<file path="config.mk">
export PLATFORM = sky130hd
export DESIGN_NAME = stack_param
export DESIGN_NICKNAME = d
export VERILOG_FILES = /design/src/rtl/stack_pkg.sv /design/src/rtl/stack_param_regfile.sv /design/src/rtl/stack_param.sv
export SDC_FILE = /design/constraint.sdc
export NUM_CORES = 1
export LEC_CHECK = 0
export BUFFER_PORTS_ARGS = -buffer_cell sky130_fd_sc_hd__buf_2
export CAP_MARGIN = 0
export CORE_ASPECT_RATIO = 0.75
export CORE_MARGIN = 1.5
export CORE_UTILIZATION = 61
export CTS_BUF_LIST = sky130_fd_sc_hd__clkbuf_4 sky130_fd_sc_hd__clkbuf_8
export DETAILED_ROUTE_END_ITERATION = 10
export MAX_ROUTING_LAYER = met4
export PLACE_DENSITY = 0.85
export SLEW_MARGIN = 20
export SYNTH_ARGS = -nofsm -noshare
export SYNTH_HDL_FRONTEND = slang
export SYNTH_SLANG_ARGS = --single-unit
</file>
<file path="constraint.sdc">
create_clock -name CLK -period 4.2 [get_ports CLK]
set_clock_uncertainty 0.15 [all_clocks]
set_input_delay 0.84 -clock CLK [delete_from_list [all_inputs] [get_ports CLK]]
set_output_delay 0.84 -clock CLK [all_outputs]
set_load 0.1 [all_outputs]
</file>
<file path="src/rtl/stack_pkg.sv">
// Shared command/mode encodings and modular pointer arithmetic for stack_param.
package stack_pkg;

  localparam logic [1:0] CMD_NOP  = 2'b00;
  localparam logic [1:0] CMD_PUSH = 2'b01;
  localparam logic [1:0] CMD_POP  = 2'b10;
  localparam logic [1:0] CMD_GET  = 2'b11;

  localparam logic MODE_LIFO = 1'b0;
  localparam logic MODE_FIFO = 1'b1;

  // Both operands must already be below depth, so one conditional subtract wraps.
  function automatic int unsigned wrap_add(input int unsigned ptr, input int unsigned off,
                                           input int unsigned depth);
    int unsigned sum;
    sum = ptr + off;
    return (sum >= depth) ? sum - depth : sum;
  endfunction

endpackage

</file>
<file path="src/rtl/stack_param_regfile.sv">
// DEPTH x WIDTH storage: one synchronous write port, one combinational read port, no reset.
module stack_param_regfile #(
  parameter int unsigned WIDTH = 4,
  parameter int unsigned DEPTH = 5,
  parameter int unsigned IDX_W = $clog2(DEPTH)
) (
  input  logic             clk,
  input  logic             we,
  input  logic [IDX_W-1:0] waddr,
  input  logic [WIDTH-1:0] wdata,
  input  logic [IDX_W-1:0] raddr,
  output logic [WIDTH-1:0] rdata
);

  logic [WIDTH-1:0] mem [DEPTH];

  always_ff @(posedge clk) begin
    if (we) begin
      mem[waddr] <= wdata;
    end
  end

  assign rdata = mem[raddr];

endmodule

</file>
<file path="src/rtl/stack_param.sv">
// Parametrised command-driven stack/queue on a circular buffer with runtime LIFO/FIFO mode.
module stack_param
  import stack_pkg::*;
#(
  parameter int unsigned WIDTH = 4,
  parameter int unsigned DEPTH = 5,
  parameter int unsigned IDX_W = $clog2(DEPTH),
  parameter int unsigned CNT_W = $clog2(DEPTH + 1)
) (
  input  logic             CLK,
  input  logic             RESET,
  input  logic [1:0]       COMMAND,
  input  logic [IDX_W-1:0] INDEX,
  input  logic             MODE,
  input  logic [WIDTH-1:0] I_DATA,
  output logic [WIDTH-1:0] O_DATA,
  output logic             O_VALID,
  output logic             FULL,
  output logic             EMPTY,
  output logic [CNT_W-1:0] COUNT,
  output logic             ERR
);

  logic [IDX_W-1:0] wp_q, wp_d;
  logic [IDX_W-1:0] rp_q, rp_d;
  logic [CNT_W-1:0] count_q, count_d;
  logic             mode_q, mode_d;
  logic [WIDTH-1:0] o_data_q, o_data_d;
  logic             o_valid_q, o_valid_d;
  logic             err_q, err_d;

  logic             full, empty, index_ok, eff_mode, we;
  logic [IDX_W-1:0] wp_inc, wp_dec, rp_inc, rd_addr;
  logic [WIDTH-1:0] rd_data;
  int unsigned      rd_off;

  assign full  = (count_q == CNT_W'(DEPTH));
  assign empty = (count_q == '0);

  // Mode is only sampled while empty, so a PUSH into an empty buffer already uses the new mode.
  assign eff_mode = empty ? MODE : mode_q;
  assign index_ok = (32'(INDEX) < 32'(count_q));

  assign wp_inc = IDX_W'(wrap_add(32'(wp_q), 1, DEPTH));
  assign wp_dec = IDX_W'(wrap_add(32'(wp_q), DEPTH - 1, DEPTH));
  assign rp_inc = IDX_W'(wrap_add(32'(rp_q), 1, DEPTH));

  // POP is a GET at offset 0; an invalid index reads offset 0 so the address stays in range.
  always_comb begin
    rd_off = 0;
    if (COMMAND == CMD_GET && index_ok) begin
      rd_off = 32'(INDEX);
    end
    if (eff_mode == MODE_FIFO) begin
      rd_addr = IDX_W'(wrap_add(32'(rp_q), rd_off, DEPTH));
    end else begin
      rd_addr = IDX_W'(wrap_add(32'(wp_q), DEPTH - 1 - rd_off, DEPTH));
    end
  end

  stack_param_regfile #(
    .WIDTH (WIDTH),
    .DEPTH (DEPTH),
    .IDX_W (IDX_W)
  ) u_regfile (
    .clk   (CLK),
    .we    (we),
    .waddr (wp_q),
    .wdata (I_DATA),
    .raddr (rd_addr),
    .rdata (rd_data)
  );

  always_comb begin
    wp_d      = wp_q;
    rp_d      = rp_q;
    count_d   = count_q;
    mode_d    = eff_mode;
    o_data_d  = o_data_q;
    o_valid_d = 1'b0;
    err_d     = 1'b0;
    we        = 1'b0;

    unique case (COMMAND)
      CMD_NOP: ;
      CMD_PUSH: begin
        if (full) begin
          err_d = 1'b1;
        end else begin
          we      = 1'b1;
          wp_d    = wp_inc;
          count_d = count_q + CNT_W'(1);
        end
      end
      CMD_POP: begin
        if (empty) begin
          err_d = 1'b1;
        end else begin
          o_data_d  = rd_data;
          o_valid_d = 1'b1;
          count_d   = count_q - CNT_W'(1);
          if (eff_mode == MODE_FIFO) begin
            rp_d = rp_inc;
          end else begin
            wp_d = wp_dec;
          end
        end
      end
      CMD_GET: begin
        if (!index_ok) begin
          err_d = 1'b1;
        end else begin
          o_data_d  = rd_data;
          o_valid_d = 1'b1;
        end
      end
    endcase
  end

  always_ff @(posedge CLK or negedge RESET) begin
    if (!RESET) begin
      wp_q      <= '0;
      rp_q      <= '0;
      count_q   <= '0;
      mode_q    <= MODE_LIFO;
      o_data_q  <= '0;
      o_valid_q <= 1'b0;
      err_q     <= 1'b0;
    end else begin
      wp_q      <= wp_d;
      rp_q      <= rp_d;
      count_q   <= count_d;
      mode_q    <= mode_d;
      o_data_q  <= o_data_d;
      o_valid_q <= o_valid_d;
      err_q     <= err_d;
    end
  end

  assign O_DATA  = o_data_q;
  assign O_VALID = o_valid_q;
  assign ERR     = err_q;
  assign COUNT   = count_q;
  assign FULL    = full;
  assign EMPTY   = empty;

endmodule

</file>
# Yosys cells after proc, flatten, opt, wreduce, memory -nomap -nowiden
# Memory sizes are Yosys's and may differ from the RTL's.
# Cells that the tools add are included.
word_totals:
  mem_count: 1
  ff_bits: 16
  ram_bits: 20
classes:
  reduce_logical: 8
  order_cmp: 6
  n_addsub: 13
  eq_ne: 8
  n_mux: 29
  bitwise_logic: 1
mem_list:
  columns: ["name", "depth", "width", "rd", "rd_clocked_by_memory_dff", "write_ports", "line", "text"]
  rows:
  - ["u_regfile.mem", 5, 4, 1, 0, 1, "stack_param_regfile.sv:15", "logic [WIDTH-1:0] mem [DEPTH];"]
ops:
  columns: ["operator", "n"]
  rows:
  - ["$mux 3", 12]
  - ["$add 3x32->32", 1]
  - ["$ge 32x3->1 const B", 1]
  - ["$sub 3x32->32 const A", 1]
  - ["$ge 4x3->1 const B", 4]
  - ["$sub 3x3->3 const B", 5]
  - ["$pmux 3 s2", 2]
  - ["$mux 1", 10]
  - ["$reduce_and 3->1", 3]
  - ["$add 3x1->4 const B", 2]
  - ["$mux 4", 2]
  - ["$ne 2x2->1 const B", 4]
  - ["$pmux 4 s2", 1]
  - ["$add 3x3->4", 1]
  - ["$add 3x3->4 const B", 1]
  - ["$eq 2x2->1 const B", 2]
  - ["$reduce_and 4->1", 1]
  - ["$reduce_bool 2->1", 2]
  - ["$add 3x1->3 const B", 1]
  - ["$eq 3x3->1 const B", 1]
  - ["$logic_not 3->1", 1]
  - ["$lt 3x3->1", 1]
  - ["$pmux 1 s3", 1]
  - ["$sub 3x1->3 const B", 1]
  - ["4 further kinds", 4]

# Logic depth before layout (Yosys ltp)
# Gate-level depths: netlist (run 1).
# An unclocked memory read counts as a cell.
logic_depth:
  depth_word: 11
  mapped_depth: 17
  depth_no_buf: 17

# By module
# Synthesis (run 1) repeated with hierarchy kept, for this count alone.
hier_totals:
  hier_cells: 237
  hier_area_um2: 2433.6
by_module_without_submodules:
  columns: ["module", "seq_area_each_um2", "instances", "cells_each", "area_per_inst_um2"]
  rows:
  - ["stack_param", 400.4, 1, 188, 1616.6]
  - ["stack_param_regfile", 600.6, 1, 49, 817.0]

# Worst setup path after synthesis (run 1)
# No wires, ideal clock.
synth_timing:
  path_kind: "reg-to-reg"
  startpoint: "reg count_q[1], in the netlist COUNT[1]"
  endpoint: "reg o_data_q[0], in the netlist O_DATA[0]"
  setup_slack_ps: -418
  period_less_slack_ps: 4618
  stages_incl_launch_ff: 17
  n_path_buf: 0
  t_arrival_ps: 4364
  required_ps: 3946
  path_cell_list: "dfrtp_1 -> inv_1 -> ha_1 -> a21o_1 -> a21oi_1 -> nand3_1 -> ha_1 -> ha_1 -> inv_1 -> fa_1 -> ha_1 -> nor2b_1 -> o221ai_1 -> xnor2_1 -> mux2i_4 -> mux2i_1 -> a221oi_1"
synth_via:
  elab_chain_len: 11
  word_cells_on_any_way: 22
synth_rtl:
  columns: ["item", "line", "text"]
  rows:
  - ["start: declaration", "stack_param.sv:26", "logic [CNT_W-1:0] count_q, count_d;"]
  - ["start signal: assignment", "stack_param.sv:132", "count_q <= count_d;"]
  - ["$lt 3x3->1", "stack_param.sv:42", "assign index_ok = (32'(INDEX) < 32'(count_q));"]
  - ["$logic_and 1x1->1", "stack_param.sv:51", "if (COMMAND == CMD_GET && index_ok) begin"]
  - ["$mux 3", "stack_param.sv:51", null]
  - ["$sub 3x32->32", "stack_param.sv:57", "rd_addr = IDX_W'(wrap_add(32'(wp_q), DEPTH - 1 - rd_off, DEPTH));"]
  - ["$add 3x32->32", "stack_pkg.sv:16", "sum = ptr + off;"]
  - ["$ge 32x3->1 or $sub 3x3->3 (tied branches)", "stack_pkg.sv:17", "return (sum >= depth) ? sum - depth : sum;"]
  - ["$mux 3", "stack_pkg.sv:17", null]
  - ["$mux 3", "stack_param.sv:54", "if (eff_mode == MODE_FIFO) begin"]
  - ["$mem_v2 5x4", null, null]
  - ["$mux 4 (on tied branches)", "stack_param.sv:110, stack_param.sv:96", null]
  - ["$pmux 4 s2", "stack_param.sv:84", "unique case (COMMAND)"]
  - ["end signal: assignment", "stack_param.sv:134", "o_data_q <= o_data_d;"]
  - ["end: declaration", "stack_param.sv:28", "logic [WIDTH-1:0] o_data_q, o_data_d;"]
# Parallel ways exist; a longest one is shown, timed or not. The select of a mux whose other input is x is not followed.
# A chain may end at the register's enable or synchronous reset.

# Worst setup path in the final report (run 1)
layout_timing:
  startpoint: "in INDEX[1]"
  endpoint: "reg o_data_q[3], in the netlist O_DATA[3]"
layout_via:
  elab_chain_len: 11
  word_cells_on_any_way: 19
layout_rtl:
  columns: ["item", "line", "text"]
  rows:
  - ["start: declaration", "stack_param.sv:13", "input logic [IDX_W-1:0] INDEX,"]
  - ["$lt 3x3->1", "stack_param.sv:42", null]
  - ["$logic_and 1x1->1", "stack_param.sv:51", null]
  - ["$mux 3", "stack_param.sv:51", null]
  - ["$sub 3x32->32", "stack_param.sv:57", null]
  - ["$add 3x32->32", "stack_pkg.sv:16", null]
  - ["$ge 32x3->1 or $sub 3x3->3 (tied branches)", "stack_pkg.sv:17", null]
  - ["$mux 3", "stack_pkg.sv:17", null]
  - ["$mux 3", "stack_param.sv:54", null]
  - ["$mem_v2 5x4", null, null]
  - ["$mux 4 (on tied branches)", "stack_param.sv:110, stack_param.sv:96", null]
  - ["$pmux 4 s2", "stack_param.sv:84", null]
# Parallel ways exist; a longest one is shown, timed or not. The select of a mux whose other input is x is not followed.

==> results.cfg, run 1 <==
[global_routing]
grt_max_degree = 17
first_global_vias = 1528
grt_pass1_wl_mm = 7.389
grtUsageTotal = 0.2632
gr-total-overflow = 0
antenna_found_initial = 0

[critical_path]
arrival_ns = 4.13
cp.required_ns = 4.23
end_kind = register
critPathBufInv = 3
crit_slowest_cell = fa_1
slowest_delay_ns = 0.38
cp_max_fo = 4
crit_type = input port to register
cp-start-kind = input port
cp_common_cell = ha_1
worstPathCellList = buf_2 -> ha_1 -> a21o_1 -> a21oi_4 -> nand3_2 -> ha_1 -> ha_1 -> inv_1 -> fa_1 -> ha_1 -> nor2b_4 -> o221ai_2 -> buf_4 -> mux2i_1 -> mux2i_1 -> and3b_2 -> a221oi_1
cp_top_family = adder cells

[sta]
setup_viol = 0
grt_setup_unrepaired = true
drv_slew = 0
finalCritPeriodShare = 0.9761
max_slew_margin = 0.5037
min_period_ns = 4.100
max_freq_mhz = 243.9
worst_slew_pin_slew_ns = 0.7387
hold_viol = 0

[synthesis]
yosys.area_share.simple = 0.1278
synth_xor_area_frac = 0.03578
synth_area_sq_um = 2203
muxShareOfSynthArea = 0.06644
synth_fa_ha_area_frac = 0.1522
synth_cell_type_count = 43
synth_flop_cell = edfxtp_1
ys_warn_count = 0
synth-edff-count = 20
avgSynthCellArea_sq_um = 11.30
synthCells = 195
synth_compound_area_frac = 0.1278
synth_top_family_by_area = adder cells
ys_ff_latch = 36
synth-seq-area-share = 0.4543
synth_nets = 232
async_flop_share = 0.4444

[final_layout]
final_util = 0.7700
nets = 266
layout-area-overhead-vs-synth_pct = 18.06
num_antenna_cells = 0
drive_above_1_share = 0.2478
fill_cells = 203
layout_common_cells = 22 x buf_2, 21 x ha_1, 20 x edfxtp_1
final_common_cell = buf_2

[hold_path]
hold_path.class = input port to asynchronous set/reset pin

[floorplanning]
die_h_um = 55.05
rows = 18
die_x_um = 72.40
io_pins = 23
die-area_sq_um = 3986
start_util = 0.6522
coreArea_sq_um = 3378

[clock_tree]
htree_num_levels = 2
clock_path_buffers = 2
cts-buffers-inserted = 5
clock-sinks = 36
cts_hold_buf = 0
cts_root_buffer = clkbuf_8
clkLatencyLatePin_ns = 0.28
clkTransAtPathRegs_ns = 0.07
cts_tree = done

[detailed_routing]
detail_route.wl_per_cell_um = 17.43
via_count = 1625
viasPerCell = 6.019
initialDrtViolationCount = 148
dr.pass1.iters = 4
drc_errors = 0
drt-total-wl_mm = 4.706
ant_nets = 0

[status]
status = finished clean

[placed_design]
hpwlAfterDp_mm = 3.542
numPortBuffers = 22
place_congestion = 0.8611

[flow_run]
cap_violations = 0
[final timing paths]
check                              start        end  slack, ns  cells past startpoint
worst max-delay path            INDEX[1]  O_DATA[3]       0.10                     17
worst min-delay path               RESET    wp_q[1]       0.33                      1
worst max register to register  COUNT[1]  O_DATA[3]       0.17                     17
worst min register to register  COUNT[2]   COUNT[2]       0.40                      1
max in group asynchronous          RESET   COUNT[1]       3.25                      1
min in group CLK                COUNT[2]   COUNT[2]       0.40                      1
[cell usage after synthesis (all sizes together), types with 2 or more instances]
cell type | n | area share
inv | 20 | 0.034
nor2 | 7 | 0.012
a21o | 2 | 0.0068
a221oi | 6 | 0.032
o2111ai | 2 | 0.0080
a21oi | 7 | 0.016
xor2 | 3 | 0.012
nor2b | 5 | 0.014
fa | 3 | 0.027
nand2 | 16 | 0.027
mux2i | 13 | 0.066
nor3 | 5 | 0.016
dfrtp | 16 | 0.18
xnor2 | 6 | 0.024
o21ai | 8 | 0.018
nand2b | 7 | 0.020
edfxtp | 20 | 0.27
o22ai | 5 | 0.014
ha | 22 | 0.12
o31ai | 2 | 0.0068
and3 | 4 | 0.011
[routing by layer]
metal	global-route usage	share of wire
met4	0.05660	0.0021
met2	0.4336	0.49
met1	0.3489	0.43
met5	-	0
met3	0.04891	0.074
[area by class of cell]
class                           count  area [sq um]  area share
Clock inverter                      2         35.03     0.01347
Tap cell                           40         50.05     0.01924
Clock buffer                        6         76.32     0.02934
Sequential cell                    36          1007      0.3872
Inverter                           20         75.07     0.02886
Multi-Input combinational cell    138          1190      0.4574
Timing Repair Buffer               28         167.7     0.06445
[state kept, by name, indices dropped and copies added (netlist names)]
signal,count
ERR,1
wp_q,3
mode_q,1
u_regfile.mem,20
O_DATA,4
O_VALID,1
COUNT,3
rp_q,3
[stage by stage]
step	setup slack (ns)	hold WS, ns	TNS, ns	instance area (sq um)	cells
after CTS	0.007630	0.3434	0	2531	269
after global routing	-0.04164	0.3589	-0.09707	2601	270
after global placement	-0.09579	0.3846	-0.3394	2400	260
after detailed placement	-0.3035	0.3902	-1.126	2400	260
final	0.1003	0.3309	0	2601	270
after floorplan	0.07280	0.3944	0	2213	195
[cells by family (layout without fill, tap and decap cells)]
logic type | Yosys count | count (layout)
simple gates | 52 | 52
compound gates | 39 | 39
flops | 36 | 36
fa+ha+maj | 25 | 25
buf+inv | 21 | 56
mux | 13 | 13
xor+xnor | 9 | 9
[timing repair]
| item | in CTS | in global routing |
|---|---|---|
| endpoints found under the setup margin | 3 | 4 |
| buffers inserted | 1 | 1 |
| cloned | 0 | 0 |
| pin swaps | 0 | 4 |
| resized for setup | 0 | 14 |
| endpoints found under the hold margin | 0 | 0 |
Power of run 1 is left out: the tool's default activity adds up to more than one toggle a clock period on the data nets, which glitch-free logic cannot reach.
==> inputs of run 2 (changes only) <==
==> constraint.sdc (replaced) <==
create_clock -name CLK -period 4.07 [get_ports CLK]
set_clock_uncertainty 0.15 [all_clocks]
set_input_delay 0.814 -clock CLK [delete_from_list [all_inputs] [get_ports CLK]]
set_output_delay 0.814 -clock CLK [all_outputs]
set_load 0.1 [all_outputs]
==> run 2 against run 1 <==
  * The flow now finishes with violations (negative setup slack)
  * Highest routed layer unchanged
  * Core utilization rose by 2.9 points
  * Global-route usage rose by 1.9 points
  * Non-clock buffer count rose by 3
  * Setup slack got worse by 0.10 ns
  * Die area did not move
==> results.cfg, run 2 (synthesis gave the netlist of run 1 again) <==
[placed_design]
place_congestion = 0.9373
numPortBuffers = 22
hpwlAfterDp_mm = 3.685
placed_cells_incl_taps = 260

[critical_path]
arrival_ns = 4.11
critPathBufInv = 5
crit_type = input port to register
crit_slowest_cell = fa_2
slowest_delay_ns = 0.37
cp_common_cell = ha_4
cp_top_family = adder cells
end_kind = register
cp.required_ns = 4.11
worstPathCellList = buf_6 -> ha_4 -> a21o_1 -> a21oi_2 -> and3_4 -> buf_4 -> ha_1 -> inv_2 -> ha_4 -> inv_2 -> fa_2 -> ha_4 -> nor2b_4 -> o221ai_2 -> buf_4 -> mux2i_1 -> mux2i_1 -> and3b_2 -> a221oi_2
cp_max_fo = 4
cp-start-kind = input port

[sta]
max_freq_mhz = 245.5
min_period_ns = 4.074
hold_viol = 0
worst_slew_pin_slew_ns = 0.7626
finalCritPeriodShare = 1.001
drv_slew = 0
fin_ws_ns = -0.003596
setup_viol = 1
max_slew_margin = 0.4877

[clock_tree]
clkLatencyLatePin_ns = 0.28
cts-buffers-inserted = 5
clkTransAtPathRegs_ns = 0.08
htree_num_levels = 2
clock-sinks = 36
clock_path_buffers = 2
cts_tree = done
cts_root_buffer = clkbuf_8

[flow_run]
cap_violations = 0

[floorplanning]
rows = 18
io_pins = 23
start_util = 0.6522
die-area_sq_um = 3986
die_h_um = 55.05
die_x_um = 72.40
coreArea_sq_um = 3378

[status]
status = finished with violations
violations = negative setup slack

[final_layout]
multiInputGateArea_sq_um = 1269
num_antenna_cells = 0
nets = 269
final_cells = 273
layout-area-overhead-vs-synth_pct = 22.49
fill_cells = 199
layout_common_cells = 21 x buf_2, 20 x edfxtp_1, 16 x nand2_1, 16 x ha_1, 14 x inv_1
drive_above_1_share = 0.3133
final_common_cell = buf_2
regArea_sq_um = 1007
top_register = u_regfile.mem
largest_reg_flops = 20

[detailed_routing]
ant_nets = 0
viasPerCell = 6.366
drc_errors = 0
initialDrtViolationCount = 213
dr.pass1.iters = 7
drt-total-wl_mm = 5.409
via_count = 1738
detail_route.wl_per_cell_um = 19.81

[global_routing]
grt_max_degree = 17
grtUsageTotal = 0.2821
first_global_vias = 1700
gr-total-overflow = 0
antenna_found_initial = 0
grt_pass1_wl_mm = 8.010

[hold_path]
hold_path.class = input port to asynchronous set/reset pin
## run 2: layer usage
metal  global-route usage  part of all wire
met3              0.05254             0.074
met4              0.07547             0.031
met5                    -                 0
met1               0.3536              0.42
met2               0.4846              0.48
## run 2: area by class of cell
type                            count  share of cell area
Timing Repair Buffer               31             0.06815
Clock inverter                      2             0.01298
Tap cell                           40             0.01854
Inverter                           20             0.02874
Multi-Input combinational cell    138              0.4701
Clock buffer                        6             0.02828
Sequential cell                    36              0.3732
## run 2: final timing paths
path	cells after the start	end	start	slack, ns
worst max-delay path	19	O_DATA[3]	INDEX[1]	-0.004
worst min-delay path	1	rp_q[2]	RESET	0.29
worst max register to register	17	O_DATA[3]	COUNT[1]	0.02
worst min register to register	1	COUNT[2]	COUNT[2]	0.40
max in group asynchronous	1	COUNT[1]	RESET	3.16
min in group CLK	1	COUNT[2]	COUNT[2]	0.40
## run 2: per-stage QoR
step,TNS [ns],cell area (sq um),util,hold WS (ns),worst slack [ns]
final,-0.003596,2699,0.7989,0.2933,-0.003596
after global routing,-0.1919,2699,0.7989,0.3235,-0.06959
after detailed placement,-1.615,2406,0.7122,0.3913,-0.4489
after floorplan,0,2220,-,0.3684,0.01910
after global placement,-0.5684,2406,0.7122,0.3837,-0.1474
after CTS,0,2550,0.7548,0.3061,0.02217
## run 2: timing repair
| item | 4_1_cts | 5_1_grt |
|---|---|---|
| resized for setup | 4 | 26 |
| setup endpoints to repair | 4 | 4 |
| buffers inserted | 2 | 3 |
| hold buffers | 0 | 0 |
| pin swaps | 1 | 16 |
Power of run 2 is left out for the same reason.
